### src/rtl/ddr_arb_pkg.sv
// rtl/ddr_arb_pkg.sv - shared FSM encoding, buffer index type and helpers for ddr_frame_arbiter
package ddr_arb_pkg;

  // Arbiter FSM encoding
  localparam logic [2:0] ST_IDLE    = 3'd0;
  localparam logic [2:0] ST_WR_GO   = 3'd1;
  localparam logic [2:0] ST_WR_WAIT = 3'd2;
  localparam logic [2:0] ST_RD_GO   = 3'd3;
  localparam logic [2:0] ST_RD_WAIT = 3'd4;

  // Index of one of the three frame buffers
  typedef logic [1:0] buf_idx_t;

  // Channel that received the most recent grant
  typedef enum logic {
    GNT_WR = 1'b0,
    GNT_RD = 1'b1
  } gnt_t;

  // Default geometry; the arbiter derives its own count from its parameters
  localparam int DEF_BURST_LEN    = 64;
  localparam int DEF_FRAME_BEATS  = 64800;
  localparam int BURSTS_PER_FRAME = DEF_FRAME_BEATS / DEF_BURST_LEN;

  // The buffer index that is neither a nor b (indices are 0, 1, 2)
  function automatic buf_idx_t third_buf(input buf_idx_t a, input buf_idx_t b);
    return 2'd3 - a - b;
  endfunction

endpackage

### src/rtl/ddr_frame_arbiter_if.sv
// rtl/ddr_frame_arbiter_if.sv - burst request/command handshake between arbiter and capture/display paths
interface ddr_frame_arbiter_if #(
  parameter int ADDR_W = 29
);

  logic              wr_req;
  logic              wr_start;
  logic [ADDR_W-1:0] wr_addr;
  logic              wr_end;
  logic              rd_req;
  logic              rd_start;
  logic [ADDR_W-1:0] rd_addr;
  logic              rd_end;

  // Arbiter side: issues commands, observes requests and completions
  modport master (
    input  wr_req,
    input  wr_end,
    input  rd_req,
    input  rd_end,
    output wr_start,
    output wr_addr,
    output rd_start,
    output rd_addr
  );

  // Requester / memory side
  modport slave (
    output wr_req,
    output wr_end,
    output rd_req,
    output rd_end,
    input  wr_start,
    input  wr_addr,
    input  rd_start,
    input  rd_addr
  );

endinterface

### src/rtl/ddr_arb_bufsel.sv
// rtl/ddr_arb_bufsel.sv - triple-buffer index bookkeeping and frame drop detection
module ddr_arb_bufsel
  import ddr_arb_pkg::*;
(
  input  logic     clk,
  input  logic     rst_n,
  input  logic     wr_wrap,
  input  logic     rd_wrap,
  output buf_idx_t wr_buf,
  output buf_idx_t rd_buf,
  output logic     frame_drop
);

  buf_idx_t wr_buf_q, wr_buf_d;
  buf_idx_t rd_buf_q, rd_buf_d;
  buf_idx_t last_done_q, last_done_d;
  logic     fresh_q, fresh_d;
  logic     frame_drop_q, frame_drop_d;

  // Rotate buffers on frame wraps; a completed frame nobody read yet is dropped
  always_comb begin
    wr_buf_d     = wr_buf_q;
    rd_buf_d     = rd_buf_q;
    last_done_d  = last_done_q;
    fresh_d      = fresh_q;
    frame_drop_d = 1'b0;
    if (wr_wrap) begin
      last_done_d  = wr_buf_q;
      wr_buf_d     = third_buf(wr_buf_q, rd_buf_q);
      fresh_d      = 1'b1;
      frame_drop_d = fresh_q;
    end else if (rd_wrap && fresh_q) begin
      rd_buf_d = last_done_q;
      fresh_d  = 1'b0;
    end
  end

  // Buffer state registers
  always_ff @(posedge clk or negedge rst_n) begin
    if (!rst_n) begin
      wr_buf_q     <= 2'd0;
      rd_buf_q     <= 2'd1;
      last_done_q  <= 2'd1;
      fresh_q      <= 1'b0;
      frame_drop_q <= 1'b0;
    end else begin
      wr_buf_q     <= wr_buf_d;
      rd_buf_q     <= rd_buf_d;
      last_done_q  <= last_done_d;
      fresh_q      <= fresh_d;
      frame_drop_q <= frame_drop_d;
    end
  end

  assign wr_buf     = wr_buf_q;
  assign rd_buf     = rd_buf_q;
  assign frame_drop = frame_drop_q;

endmodule

### src/rtl/ddr_frame_arbiter.sv
// rtl/ddr_frame_arbiter.sv - DDR burst arbiter for triple-buffered frame store; optional watchdog via DDR_ARB_TIMEOUT_EN
module ddr_frame_arbiter
  import ddr_arb_pkg::*;
#(
  parameter int          BURST_LEN   = 64,
  parameter int          FRAME_BEATS = 64800,
  parameter int          ADDR_STEP   = 8,
  parameter logic [31:0] FRAME_SPAN  = 32'h0080_0000,
  parameter int          ADDR_W      = 29,
  parameter int          TIMEOUT_CYC = 4096
) (
  input  logic                wrclk,
  input  logic                rst_n,
  ddr_frame_arbiter_if.master bus,
  output buf_idx_t            wr_buf,
  output buf_idx_t            rd_buf,
  output logic                frame_drop,
  output logic                busy,
  output logic                timeout_err
);

  localparam int                BPF         = FRAME_BEATS / BURST_LEN;
  localparam int                CNT_W       = (BPF > 1) ? $clog2(BPF) : 1;
  localparam logic [CNT_W-1:0]  CNT_LAST    = CNT_W'(BPF - 1);
  localparam logic [ADDR_W-1:0] BURST_BYTES = ADDR_W'(BURST_LEN * ADDR_STEP);
  localparam logic [ADDR_W-1:0] SPAN        = ADDR_W'(FRAME_SPAN);

  // Start address of burst c inside frame buffer b, truncated to the bus width
  function automatic logic [ADDR_W-1:0] burst_addr(input buf_idx_t b, input logic [CNT_W-1:0] c);
    return ADDR_W'(b) * SPAN + ADDR_W'(c) * BURST_BYTES;
  endfunction

  logic [2:0]        state_q, state_d;
  logic              rd_pend_q, rd_pend_d;
  logic              wr_pend_q, wr_pend_d;
  gnt_t              last_gnt_q, last_gnt_d;
  logic [CNT_W-1:0]  wr_cnt_q, wr_cnt_d;
  logic [CNT_W-1:0]  rd_cnt_q, rd_cnt_d;
  logic              wr_start_q, wr_start_d;
  logic              rd_start_q, rd_start_d;
  logic [ADDR_W-1:0] wr_addr_q, wr_addr_d;
  logic [ADDR_W-1:0] rd_addr_q, rd_addr_d;
  logic              wr_done, rd_done;
  logic              wr_wrap, rd_wrap;

`ifdef DDR_ARB_TIMEOUT_EN
  localparam int               WD_W    = (TIMEOUT_CYC > 1) ? $clog2(TIMEOUT_CYC) : 1;
  localparam logic [WD_W-1:0]  WD_LAST = WD_W'(TIMEOUT_CYC - 1);
  logic [WD_W-1:0] wd_cnt_q, wd_cnt_d;
  logic            timeout_err_q, timeout_err_d;
`endif

  // Request latching, arbitration, command issue and burst completion
  always_comb begin
    state_d    = state_q;
    rd_pend_d  = rd_pend_q | bus.rd_req;
    wr_pend_d  = bus.wr_req;
    last_gnt_d = last_gnt_q;
    wr_start_d = 1'b0;
    rd_start_d = 1'b0;
    wr_addr_d  = wr_addr_q;
    rd_addr_d  = rd_addr_q;
    wr_done    = 1'b0;
    rd_done    = 1'b0;
    case (state_q)
      ST_IDLE: begin
        // Read wins when alone or when the write channel had the last grant
        if (rd_pend_q && (!wr_pend_q || last_gnt_q == GNT_WR)) begin
          state_d    = ST_RD_GO;
          rd_start_d = 1'b1;
          rd_addr_d  = burst_addr(rd_buf, rd_cnt_q);
          rd_pend_d  = bus.rd_req;
          last_gnt_d = GNT_RD;
        end else if (wr_pend_q) begin
          state_d    = ST_WR_GO;
          wr_start_d = 1'b1;
          wr_addr_d  = burst_addr(wr_buf, wr_cnt_q);
          last_gnt_d = GNT_WR;
        end
      end
      ST_WR_GO, ST_WR_WAIT: begin
        if (bus.wr_end) begin
          wr_done = 1'b1;
          state_d = ST_IDLE;
        end else begin
          state_d = ST_WR_WAIT;
        end
      end
      ST_RD_GO, ST_RD_WAIT: begin
        if (bus.rd_end) begin
          rd_done = 1'b1;
          state_d = ST_IDLE;
        end else begin
          state_d = ST_RD_WAIT;
        end
      end
      default: state_d = ST_IDLE;
    endcase
`ifdef DDR_ARB_TIMEOUT_EN
    // A stalled burst is abandoned without advancing its counter so it is reissued
    wd_cnt_d      = '0;
    timeout_err_d = timeout_err_q;
    if ((state_q == ST_WR_WAIT || state_q == ST_RD_WAIT) && !wr_done && !rd_done) begin
      if (wd_cnt_q == WD_LAST) begin
        state_d       = ST_IDLE;
        timeout_err_d = 1'b1;
        if (state_q == ST_RD_WAIT) begin
          rd_pend_d = 1'b1;
        end
      end else begin
        wd_cnt_d = wd_cnt_q + 1'b1;
      end
    end
`endif
  end

  // Per-channel burst counters; a wrap marks the end of a frame
  always_comb begin
    wr_cnt_d = wr_cnt_q;
    rd_cnt_d = rd_cnt_q;
    wr_wrap  = 1'b0;
    rd_wrap  = 1'b0;
    if (wr_done) begin
      if (wr_cnt_q == CNT_LAST) begin
        wr_cnt_d = '0;
        wr_wrap  = 1'b1;
      end else begin
        wr_cnt_d = wr_cnt_q + 1'b1;
      end
    end
    if (rd_done) begin
      if (rd_cnt_q == CNT_LAST) begin
        rd_cnt_d = '0;
        rd_wrap  = 1'b1;
      end else begin
        rd_cnt_d = rd_cnt_q + 1'b1;
      end
    end
  end

  // Arbiter state registers
  always_ff @(posedge wrclk or negedge rst_n) begin
    if (!rst_n) begin
      state_q    <= ST_IDLE;
      rd_pend_q  <= 1'b0;
      wr_pend_q  <= 1'b0;
      last_gnt_q <= GNT_WR;
      wr_cnt_q   <= '0;
      rd_cnt_q   <= '0;
      wr_start_q <= 1'b0;
      rd_start_q <= 1'b0;
      wr_addr_q  <= '0;
      rd_addr_q  <= '0;
    end else begin
      state_q    <= state_d;
      rd_pend_q  <= rd_pend_d;
      wr_pend_q  <= wr_pend_d;
      last_gnt_q <= last_gnt_d;
      wr_cnt_q   <= wr_cnt_d;
      rd_cnt_q   <= rd_cnt_d;
      wr_start_q <= wr_start_d;
      rd_start_q <= rd_start_d;
      wr_addr_q  <= wr_addr_d;
      rd_addr_q  <= rd_addr_d;
    end
  end

`ifdef DDR_ARB_TIMEOUT_EN
  // Watchdog counter and sticky error flag
  always_ff @(posedge wrclk or negedge rst_n) begin
    if (!rst_n) begin
      wd_cnt_q      <= '0;
      timeout_err_q <= 1'b0;
    end else begin
      wd_cnt_q      <= wd_cnt_d;
      timeout_err_q <= timeout_err_d;
    end
  end

  assign timeout_err = timeout_err_q;
`else
  assign timeout_err = 1'b0;
`endif

  ddr_arb_bufsel u_bufsel (
    .clk        (wrclk),
    .rst_n      (rst_n),
    .wr_wrap    (wr_wrap),
    .rd_wrap    (rd_wrap),
    .wr_buf     (wr_buf),
    .rd_buf     (rd_buf),
    .frame_drop (frame_drop)
  );

  assign bus.wr_start = wr_start_q;
  assign bus.rd_start = rd_start_q;
  assign bus.wr_addr  = wr_addr_q;
  assign bus.rd_addr  = rd_addr_q;
  assign busy         = (state_q != ST_IDLE);

endmodule

### src/flat_wrapper.sv
// flat-port wrapper written by rule: the top's interface ports become plain ports
module ddr_frame_arbiter_flat import ddr_arb_pkg::*;
#(
  parameter int          BURST_LEN   = 64,
  parameter int          FRAME_BEATS = 64800,
  parameter int          ADDR_STEP   = 8,
  parameter logic [31:0] FRAME_SPAN  = 32'h0080_0000,
  parameter int          ADDR_W      = 29,
  parameter int          TIMEOUT_CYC = 4096
)
  (wrclk, rst_n, wr_buf, rd_buf, frame_drop, busy, timeout_err, bus_wr_req, bus_wr_end, bus_rd_req, bus_rd_end, bus_wr_start, bus_wr_addr, bus_rd_start, bus_rd_addr);
  ddr_frame_arbiter_if #(.ADDR_W(ADDR_W)) bus_i ();
  input  logic wrclk;
  input  logic rst_n;
  output buf_idx_t wr_buf;
  output buf_idx_t rd_buf;
  output logic frame_drop;
  output logic busy;
  output logic timeout_err;
  input wire logic [$bits(bus_i.wr_req)-1:0] bus_wr_req;
  input wire logic [$bits(bus_i.wr_end)-1:0] bus_wr_end;
  input wire logic [$bits(bus_i.rd_req)-1:0] bus_rd_req;
  input wire logic [$bits(bus_i.rd_end)-1:0] bus_rd_end;
  output wire logic [$bits(bus_i.wr_start)-1:0] bus_wr_start;
  output wire logic [$bits(bus_i.wr_addr)-1:0] bus_wr_addr;
  output wire logic [$bits(bus_i.rd_start)-1:0] bus_rd_start;
  output wire logic [$bits(bus_i.rd_addr)-1:0] bus_rd_addr;
  assign bus_i.wr_req = bus_wr_req;
  assign bus_i.wr_end = bus_wr_end;
  assign bus_i.rd_req = bus_rd_req;
  assign bus_i.rd_end = bus_rd_end;
  assign bus_wr_start = bus_i.wr_start;
  assign bus_wr_addr = bus_i.wr_addr;
  assign bus_rd_start = bus_i.rd_start;
  assign bus_rd_addr = bus_i.rd_addr;
  ddr_frame_arbiter #(.BURST_LEN(BURST_LEN), .FRAME_BEATS(FRAME_BEATS), .ADDR_STEP(ADDR_STEP), .FRAME_SPAN(FRAME_SPAN), .ADDR_W(ADDR_W), .TIMEOUT_CYC(TIMEOUT_CYC)) u_core (.wrclk(wrclk), .rst_n(rst_n), .bus(bus_i), .wr_buf(wr_buf), .rd_buf(rd_buf), .frame_drop(frame_drop), .busy(busy), .timeout_err(timeout_err));
endmodule
### config.mk
export PLATFORM = sky130hd
export DESIGN_NAME = ddr_frame_arbiter_flat
export DESIGN_NICKNAME = d
export VERILOG_FILES = /design/src/rtl/ddr_arb_pkg.sv /design/src/rtl/ddr_frame_arbiter_if.sv /design/src/rtl/ddr_arb_bufsel.sv /design/src/rtl/ddr_frame_arbiter.sv /design/src/flat_wrapper.sv
export SDC_FILE = /design/constraint.sdc
export NUM_CORES = 1
export LEC_CHECK = 0
export CORE_MARGIN = 2
export CORE_UTILIZATION = 30
export DETAILED_ROUTE_END_ITERATION = 10
export HOLD_SLACK_MARGIN = 0.02
export PLACE_DENSITY = 0.63
export SLEW_MARGIN = 5
export SYNTH_ARGS = -nofsm -noshare
export SYNTH_HDL_FRONTEND = slang
export SYNTH_SLANG_ARGS = --single-unit
export TNS_END_PERCENT = 10
### constraint.sdc
create_clock -name wrclk -period 2.4 [get_ports wrclk]
set_input_delay 0.24 -clock wrclk [delete_from_list [all_inputs] [get_ports wrclk]]
set_output_delay 0.24 -clock wrclk [all_outputs]
set_load 0.03 [all_outputs]
Word-level counts from Yosys, hierarchy flattened
Cells that the tools add are included.
{ "totals": {"ff_bits": 94, "wordCells": 73} }
{ "classes": {"add_sub_neg": 6, "n_eq_ne": 7, "muxes": 27, "bitwise": 4, "n_reduce_logical": 14} }
{ "ops": {"columns": ["cell", "count"], "rows": [
  ["25-bit by 19-bit adder with 26-bit output", 2],
  ["10-bit by 1-bit adder with 10-bit output, second input constant", 2],
  ["10-bit equality test, second input constant", 2],
  ["1-bit two-way mux", 20],
  ["10-bit two-way mux", 2],
  ["3-bit two-way mux", 3],
  ["3-bit case mux with 3 select lines", 1],
  ["3-bit by 2-bit equality test with 1-bit output, second input constant", 2],
  ["2-bit AND reduction", 3],
  ["2-bit nonzero test", 2],
  ["2-bit OR reduction", 2],
  ["3-bit by 1-bit equality test with 1-bit output, second input constant", 1],
  ["3-bit equality test, second input constant", 1],
  ["3-bit zero test", 1],
  ["3-bit by 1-bit inequality test with 1-bit output, second input constant", 1],
  ["1-bit NOT", 3],
  ["3-bit AND reduction", 1],
  ["3-bit nonzero test", 1],
  ["1-bit logical AND", 2],
  ["2-bit two-way mux", 1],
  ["2-bit subtractor", 1],
  ["2-bit subtractor, first input constant", 1],
  ["1-bit zero test", 1],
  ["1-bit logical OR", 1],
  ["1-bit bitwise OR", 1]
]} }

Depth between registers and ports, before layout
Gate-level depths: netlist of run 1.
{ "depth": {"word_depth": 7, "ltp_mapped": 7} }

By module
Synthesis of run 1 repeated with hierarchy kept, for this count alone.
{ "hier_totals": {"cells_unflattened": 247, "hier_area_um2": 2937.8} }
{ "modules_own_cells": {"columns": ["mod", "instances", "cells_per_inst", "area_each_um2", "seq_area_each_um2"], "rows": [
  ["ddr_frame_arbiter", 1, 224, 2583.7, 1301.2],
  ["ddr_arb_bufsel", 1, 23, 354.1, 202.7]
]} }

Worst setup path before layout of run 1
Ideal clock, no wire load.
{ "synth_timing": {"kind": "flip-flop to flip-flop", "start": "register u_core.state_q[1]", "end": "register u_core.wr_addr_q[12], in the netlist u_core.bus.wr_addr[12]", "setup_ps": 128, "arrival_time_ps": 1837, "required_ps": 2272, "setup_slack_ps": 435, "path_stages_with_launch": 8, "n_path_buf": 4, "synth_period_minus_slack_ps": 1965, "cell_sequence": "dfrtp_1 buf_2 or3_1 buf_2 or2_1 clkbuf_1 buf_6 mux2_1"} }
{ "synth_between": {"elab_chain_cells": 2} }
{ "synth_lines": {"columns": ["element", "line", "text"], "rows": [
  ["start: declaration", "ddr_frame_arbiter.sv:33", "logic [2:0] state_q, state_d;"],
  ["start signal: assignment", "ddr_frame_arbiter.sv:155", "state_q <= state_d;"],
  ["3-bit zero test", "ddr_frame_arbiter.sv:65", "case (state_q)"],
  ["3-bit AND reduction (no source line)", null, null],
  ["end signal: assignment", "ddr_frame_arbiter.sv:163", "wr_addr_q <= wr_addr_d;"],
  ["end: declaration", "ddr_frame_arbiter.sv:41", "logic [ADDR_W-1:0] wr_addr_q, wr_addr_d;"]
]} }
Every way passes these cells.
A chain may end at the register's enable or synchronous reset.

Worst setup path after layout of run 1
{ "layout_timing": {"start": "register u_core.state_q[1]", "end": "output busy"} }
{ "layout_between": {"elab_chain_cells": 1} }
{ "layout_lines": {"columns": ["element", "line", "text"], "rows": [
  ["3-bit nonzero test", "ddr_frame_arbiter.sv:199", "assign busy = (state_q != ST_IDLE);"],
  ["end: declaration", "flat_wrapper.sv:18", "output logic busy;"]
]} }
Every way passes these cells.

==> results of run 1 <==
cell families (layout without fill, tap and decap cells):
logic type	Yosys count	after routing	share of synthesized area, %
buffers and inverters	50	63	11.60
adders and majority gates	3	3	1.294
xor gates and xnor gates	15	15	4.530
muxes	31	31	12.21
DFF	60	60	51.85
other	1	35	0.1293
AOI/OAI and AO/OA	23	23	5.047
and+or+nand+nor	69	69	13.33
synthesized netlist by cell type (5+ instances only):
cell | number | area (um2)
dfrtp_1 | 58 | 1451
buf_4 | 36 | 270.3
mux2_2 | 18 | 202.7
nor2_1 | 17 | 63.81
nand2_1 | 14 | 52.55
mux2_1 | 9 | 101.4
xor2_1 | 9 | 78.83
o21ai_0 | 8 | 40.04
inv_1 | 6 | 22.52
nand3_1 | 6 | 30.03
xnor2_1 | 6 | 52.55
buf_2 | 5 | 25.02
metrics by stage:
step | util, % | setup slack, ps | hold WS, ps | total power, uW
final | 37.26 | 276.3 | 355.0 | 3478
after global placement | 35.28 | 394.2 | 329.6 | 2660
after global routing | 37.26 | 218.0 | 335.1 | 3715
after CTS | 37.26 | 255.2 | 343.2 | 3530
after floorplan | - | 435.1 | -55.59 | 2347
after detailed placement | 35.28 | 356.2 | 339.9 | 2688
power by group through the flow:
stage / Sequential, uW / Combinational, uW / Clock [uW]
detailed placement: 1480 / 1210 / 0
CTS: 1460 / 1210 / 851
floorplan: 1600 / 748 / 0
finish: 1460 / 1200 / 815
global route: 1500 / 1310 / 905
global placement: 1470 / 1190 / 0
layer usage:
metal | global-route usage [%] | part of all wire [%]
met2 | 17.46 | 47
met4 | 4.615 | 1.5
met3 | 3.899 | 5.6
met1 | 14.89 | 46
met5 | 0 | 0
worst max-delay path, stage by stage, from the launching register on:
cell and delay, ps:
dfrtp_1 450, or3_1 480, clkdlybuf4s50_1 630
flip-flops by register name, indices dropped and copies added, names as in the netlist, 2 cells and up:
register	cells
u_core.bus.rd_addr	12
u_core.bus.wr_addr	12
u_core.rd_cnt_q	10
u_core.state_q	3
u_core.u_bufsel.last_done_q	2
u_core.u_bufsel.rd_buf	2
u_core.u_bufsel.wr_buf	2
u_core.wr_cnt_q	10
layout make-up:
| type | instances | area [um2] |
|---|---|---|
| clock buffer | 12 | 165.2 |
| clock inverter | 2 | 10.01 |
| fill | 927 | 5852 |
| inverter | 6 | 22.52 |
| multi-input combinational | 176 | 1187 |
| sequential | 60 | 1504 |
| tap | 129 | 161.4 |
| timing repair buffer | 43 | 425.4 |
worst paths after layout:
| path | end | slack, ps | cells after the start |
|---|---|---|---|
| worst max register to register | u_core.u_bufsel.rd_buf[1] | 330 | 5 |
| max in group asynchronous | u_core.u_bufsel.last_done_q[0] | 1230 | 3 |
| worst max-delay path | busy | 280 | 2 |
| worst min-delay path | u_core.wr_pend_q | 360 | 1 |
| worst min register to register | u_core.bus.wr_addr[15] | 490 | 1 |
| min in group asynchronous | u_core.bus.wr_addr[18] | 490 | 2 |
==> results.json, run 1 <==
{
  "netlist_instances": 252,
  "start_kind": "register",
  "pwr-share-clk_pct": 23.4,
  "leakage_uw": 0.001612,
  "die_h_um": 102.3,
  "final.min_clock_period_ps": 2124,
  "fin_setup_tns_ps": 0,
  "cap_violations": 0,
  "track_usage_pct": 11.42,
  "clkTransAtPathRegs_ps": 60,
  "chipWidth_um": 102.3,
  "placed_cells_incl_taps": 413,
  "drive_gt1_share_pct": 17.39,
  "setup.worst_path.start": "u_core.state_q[1]",
  "ys_seq_area_share_pct": 51.86,
  "cts_tree": "yes",
  "path_class": "reg -> out",
  "areaGrowthSynthToFinish_pct": 19.84,
  "place.gp.congestion": 0.8064,
  "core_um2": 9328,
  "mostFrequentLayoutCell": "dfrtp_1",
  "combPwrFrac_pct": 34.5,
  "p_sw_uw": 1299,
  "drt-vias-per-instance": 4.395,
  "status": "completed",
  "antenna_found_initial": 0,
  "fin_skew_ps": 6.888,
  "min_from": "bus_wr_req",
  "n_antenna_cell": 0,
  "switching_share_pct": 37.34,
  "port-buffer-count": 37,
  "worstMarginPinSlew_ps": 708.4,
  "root_buffer": "clkbuf_8",
  "start_util_pct": 31.09,
  "first_pass_iters": 4,
  "final_cell_mix": "58 x dfrtp_1, 36 x clkdlybuf4s50_1, 35 x conb_1",
  "grt_max_degree": 32,
  "insertion_delay_ps": 330,
  "syn-cell-area_um2": 2900,
  "clock_path_buffers": 2,
  "grt_overflow": 0,
  "remaining_drc_errors": 0,
  "rsz0062_at_grt": "no",
  "required_ps": 2160,
  "ys.flop_type": "dfrtp_1",
  "slew_headroom_pct": 52.77,
  "grt_pass1_vias": 1826,
  "post-route-period-util_pct": 88.49,
  "cts_sinks": 60,
  "cts_inserted_buffers": 9,
  "cts_hold_buf": 1,
  "placementRows": 35,
  "synth-edff-count": 0,
  "design_area_um2": 3476,
  "nets": 305,
  "hold_viol_final": 0,
  "fin_cells": 428,
  "io_pins": 73,
  "holdCritPathClass": "in -> reg",
  "r2r_start": "u_core.rd_cnt_q[0]",
  "totalWireLength_mm": 5.365,
  "syn_avg_cell_area_um2": 11.51,
  "p_int_uw": 2179,
  "yosysWarnings": 0,
  "place_area_um2": 3291,
  "synthArstFlopShare_pct": 100.0,
  "crit_arrival_ps": 1880,
  "ir_worst_vdd_v": 0.0003328,
  "power_density_nw_per_um2": 1001,
  "synth_cell_types": 47,
  "grt_pass1_wl_mm": 9.094,
  "end_kind": "primary output",
  "power_frac_seq_pct": 42.1,
  "ys_seq_elements": 60,
  "max_clock_freq_ghz": 0.4709,
  "cts_resized": 0,
  "cts_setup_buffers": 0,
  "routedWlPerCell_um": 12.54,
  "htreeDepth": 3,
  "drtIter0Drc": 61,
  "die-area_um2": 10470,
  "ant_nets": 0,
  "via_count": 1881,
  "slew_violations": 0,
  "dp_hpwl_mm": 3.776,
  "crit_fanout": 7,
  "setup_viol_count_final": 0
}
Power figures use the tool's default switching activity.
==> run 2: changes to the inputs <==
--- a/config.mk
+++ b/config.mk
@@ -9,6 +9,7 @@
 export CORE_UTILIZATION = 30
 export DETAILED_ROUTE_END_ITERATION = 10
 export HOLD_SLACK_MARGIN = 0.02
+export MAX_ROUTING_LAYER = met4
 export PLACE_DENSITY = 0.63
 export SLEW_MARGIN = 5
 export SYNTH_ARGS = -nofsm -noshare
==> results.json, run 2 (synthesized netlist as in run 1, its figures left out) <==
{
  "required_ps": 2160,
  "setup.worst_path.start": "u_core.state_q[1]",
  "placementRows": 35,
  "crit_path_cell_trace": "or3_1 -> clkdlybuf4s50_1",
  "p_sw_uw": 1299,
  "insertion_delay_ps": 330,
  "status": "completed",
  "use_met1_pct": 15.02,
  "path_buf_inv": 1,
  "io_pins": 73,
  "cts_tree": "yes",
  "final.min_clock_period_ps": 2124,
  "slew_headroom_pct": 52.72,
  "start_util_pct": 31.09,
  "n_antenna_cell": 0,
  "pwr-share-clk_pct": 23.4,
  "clock_path_buffers": 2,
  "worstHoldPathCells": 1,
  "port-buffer-count": 37,
  "switching_share_pct": 37.34,
  "drive_gt1_share_pct": 17.39,
  "dp_hpwl_mm": 3.776,
  "htreeDepth": 3,
  "combPwrFrac_pct": 34.5,
  "grt_pass1_vias": 1825,
  "drtIter0Drc": 49,
  "core_um2": 9328,
  "areaGrowthSynthToFinish_pct": 19.84,
  "antenna_found_initial": 0,
  "end_kind": "primary output",
  "grt_max_degree": 32,
  "power_density_nw_per_um2": 1001,
  "clkTransAtPathRegs_ps": 60,
  "post-route-period-util_pct": 88.49,
  "cts_inserted_buffers": 9,
  "mostFrequentLayoutCell": "dfrtp_1",
  "start_kind": "register",
  "remaining_drc_errors": 0,
  "crit_arrival_ps": 1880,
  "whs_endpoint": "u_core.wr_pend_q",
  "max_clock_freq_ghz": 0.4708,
  "die-area_um2": 10470,
  "cap_violations": 0,
  "track_usage_pct": 11.79,
  "rsz0062_at_grt": "no",
  "routedWlPerCell_um": 12.51,
  "drt-vias-per-instance": 4.374,
  "cp_slowest_cell": "clkdlybuf4s50_1",
  "min_from": "bus_wr_req",
  "r2r_cells": 5,
  "holdCritPathClass": "in -> reg",
  "leakage_uw": 0.001612,
  "cts_sinks": 60,
  "slew_violations": 0,
  "fin_setup_tns_ps": 0,
  "place.gp.congestion": 0.8182,
  "final_cell_mix": "58 x dfrtp_1, 36 x clkdlybuf4s50_1, 35 x conb_1",
  "path_class": "reg -> out",
  "r2r_start": "u_core.rd_cnt_q[0]",
  "cts_resized": 0,
  "r2r_setup_slack_ps": 330,
  "worstMarginPinSlew_ps": 709.2,
  "hold_viol_final": 0,
  "p_int_uw": 2179,
  "top_usage_layer": "met2",
  "nets": 305,
  "met2_usage_pct": 17.46,
  "via_count": 1872,
  "ir_worst_vdd_v": 0.0003328,
  "worst_path_largest_cell_delay_ps": 630,
  "power_frac_seq_pct": 42.1,
  "setup_viol_count_final": 0,
  "chipWidth_um": 102.3,
  "grt_pass1_wl_mm": 9.108,
  "ant_nets": 0,
  "r2r_end": "u_core.u_bufsel.rd_buf[1]",
  "die_h_um": 102.3,
  "fin_skew_ps": 6.894,
  "grtUsageMet3_pct": 3.762,
  "crit_family": "buffers and inverters",
  "root_buffer": "clkbuf_8",
  "totalWireLength_mm": 5.355,
  "grt_overflow": 0,
  "first_pass_iters": 4,
  "post-route-util_pct": 37.26,
  "crit_fanout": 7
}
run 2: final cells by class:
class,count,area (um2)
Fill cell,927,5852
Sequential cell,60,1504
Multi-Input combinational cell,176,1187
Timing Repair Buffer,43,425.4
Inverter,6,22.52
Clock buffer,12,165.2
Tap cell,129,161.4
Clock inverter,2,10.01
run 2: what timing repair did:
item	4_1_cts	5_1_grt
buffers inserted	0	0
endpoints found under the hold margin	29	0
setup endpoints to repair	0	0
hold buffers	1	0
run 2: worst max-delay path by stage:
stage                                            to  slack (ps)  depth (start not counted)
after floorplan              u_core.bus.wr_addr[12]         440                          7
after global placement    u_core.u_bufsel.rd_buf[1]         390                          5
after detailed placement  u_core.u_bufsel.rd_buf[1]         360                          5
after CTS                                      busy         260                          2
after global routing                           busy         220                          2
final                                          busy         280                          2
run 2: through the flow:
| step | worst slack, ps | total power (uW) | hold slack [ps] | area (um2) | cells |
|---|---|---|---|---|---|
| after floorplan | 435.1 | 2347 | -55.59 | 3028 | 286 |
| after global placement | 394.2 | 2660 | 329.6 | 3291 | 413 |
| after detailed placement | 356.2 | 2688 | 339.9 | 3291 | 413 |
| after CTS | 255.2 | 3530 | 343.2 | 3476 | 428 |
| after global routing | 218.0 | 3714 | 335.1 | 3476 | 428 |
| final | 276.1 | 3478 | 354.8 | 3476 | 428 |
run 2: routing by layer:
metal / up-vias / part of all wire (%)
li1: 896 / -
met1: 913 / 46
met5: - / 0
met2: 56 / 47
met4: 0 / 1.2
met3: 7 / 5.2
run 2: power by group through the flow:
stage	Sequential, uW	Clock, uW	Combinational (uW)
final	1460	815	1200
after global routing	1500	905	1310
after CTS	1460	851	1210
after detailed placement	1480	0	1210
after global placement	1470	0	1190
after floorplan	1600	0	748
==> run 3: changes to the inputs <==
--- a/config.mk
+++ b/config.mk
@@ -11,6 +11,7 @@
 export HOLD_SLACK_MARGIN = 0.02
 export MAX_ROUTING_LAYER = met4
 export PLACE_DENSITY = 0.63
+export RECOVER_POWER = 100
 export SLEW_MARGIN = 5
 export SYNTH_ARGS = -nofsm -noshare
 export SYNTH_HDL_FRONTEND = slang
==> results.json, run 3 (synthesized netlist as in run 1, its figures left out) <==
{
  "crit_arrival_ps": 1960,
  "clock_path_buffers": 2,
  "routedWlPerCell_um": 12.44,
  "mostFrequentLayoutCell": "dfrtp_1",
  "start_kind": "register",
  "ant_nets": 0,
  "required_ps": 2160,
  "grt_overflow": 0,
  "place_area_um2": 3291,
  "fin_setup_tns_ps": 0,
  "r2r_cells": 5,
  "clkTransAtPathRegs_ps": 60,
  "status": "completed",
  "remaining_drc_errors": 0,
  "path_class": "reg -> out",
  "fin_cells": 428,
  "worstHoldPathCells": 1,
  "root_buffer": "clkbuf_8",
  "fin_skew_ps": 6.772,
  "placed_cells_incl_taps": 413,
  "power_density_nw_per_um2": 995.1,
  "slew_violations": 0,
  "antenna_found_initial": 0,
  "nets": 305,
  "place.gp.congestion": 0.8182,
  "whs_endpoint": "u_core.wr_pend_q",
  "switching_share_pct": 37.64,
  "max_clock_freq_ghz": 0.4539,
  "holdCritPathClass": "in -> reg",
  "crit_fanout": 7,
  "r2r_end": "u_core.u_bufsel.rd_buf[1]",
  "ir_worst_vdd_v": 0.0003230,
  "die_h_um": 102.3,
  "worstMarginPinSlew_ps": 938.8,
  "cts_inserted_buffers": 9,
  "rsz0062_at_grt": "no",
  "leakage_uw": 0.001652,
  "r2r_start": "u_core.rd_cnt_q[0]",
  "grt_pass1_wl_mm": 9.108,
  "power_frac_seq_pct": 42.7,
  "track_usage_pct": 11.79,
  "htreeDepth": 3,
  "worst_path_largest_cell_delay_ps": 720,
  "via_count": 1877,
  "min_from": "bus_wr_req",
  "design_area_um2": 3427,
  "first_pass_iters": 4,
  "start_util_pct": 31.09,
  "dp_hpwl_mm": 3.776,
  "end_kind": "primary output",
  "fin_hold_ws_ps": 469.3,
  "cp_slowest_cell": "dlygate4sd3_1",
  "post-route-period-util_pct": 91.79,
  "cts_sinks": 60,
  "grt_pass1_vias": 1825,
  "final_cell_mix": "58 x dfrtp_1, 35 x conb_1, 34 x dlygate4sd3_1",
  "cts_tree": "yes",
  "drt-vias-per-instance": 4.386,
  "insertion_delay_ps": 330,
  "core_um2": 9328,
  "final.min_clock_period_ps": 2203,
  "hold_viol_final": 0,
  "port-buffer-count": 37,
  "crit_path_cell_trace": "or3_1 -> dlygate4sd3_1",
  "p_sw_uw": 1284,
  "chipWidth_um": 102.3,
  "grt_max_degree": 32,
  "drtIter0Drc": 69,
  "n_antenna_cell": 0,
  "r2r_setup_slack_ps": 230,
  "cap_violations": 0,
  "p_int_uw": 2127,
  "crit_family": "buffers and inverters",
  "path_buf_inv": 1,
  "totalWireLength_mm": 5.325,
  "combPwrFrac_pct": 33.4,
  "slew_headroom_pct": 37.42,
  "setup_viol_count_final": 0,
  "placementRows": 35,
  "die-area_um2": 10470,
  "drive_gt1_share_pct": 14.38,
  "io_pins": 73,
  "areaGrowthSynthToFinish_pct": 18.16,
  "pwr-share-clk_pct": 23.9
}
## run 3: per-stage QoR
stage	power (uW)	worst slack, ps	util [%]
3_5_place_dp	2688	356.2	35.28
2_1_floorplan	2347	435.1	-
6_report	3410	197.1	36.74
4_1_cts	3530	255.2	37.26
3_3_place_gp	2660	394.2	35.28
5_1_grt	3653	129.4	36.74
## run 3: worst max path at each step
stage	slack, ps	endpoint	start	depth (start not counted)
floorplan	440	u_core.bus.wr_addr[12]	u_core.state_q[1]	7
global placement	390	u_core.u_bufsel.rd_buf[1]	u_core.rd_cnt_q[0]	5
detailed placement	360	u_core.u_bufsel.rd_buf[1]	u_core.rd_cnt_q[0]	5
CTS	260	busy	u_core.state_q[1]	2
global route	130	busy	u_core.state_q[1]	2
finish	200	busy	u_core.state_q[1]	2
## run 3: cell type report
class	count	area, um2
sequential	60	1504
inverter	6	22.52
multi-input combinational	176	1169
fill	943	5901
clock buffer	12	165.2
clock inverter	2	10.01
tap	129	161.4
timing repair buffer	43	395.4
## run 3: what timing repair did
item | 4_1_cts | 5_1_grt
buffers inserted | 0 | 0
setup endpoints to repair | 0 | 0
hold endpoints to repair | 29 | 0
resized for setup | 0 | 0
hold buffers | 1 | 0
## run 3: per-layer routing
| metal | vias up | GRT usage (%) | part of all wire, % |
|---|---|---|---|
| met5 | - | - | 0 |
| met4 | 0 | 4.615 | 0.51 |
| met3 | 2 | 3.762 | 4.4 |
| met2 | 57 | 17.46 | 48 |
| met1 | 925 | 15.02 | 47 |
| li1 | 893 | - | - |
## run 3: power groups by stage
stage / Combinational (uW) / Sequential [uW] / Clock [uW]
after global routing: 1250 / 1500 / 905
after CTS: 1210 / 1460 / 851
after detailed placement: 1210 / 1480 / 0
after floorplan: 748 / 1600 / 0
after global placement: 1190 / 1470 / 0
final: 1140 / 1460 / 813
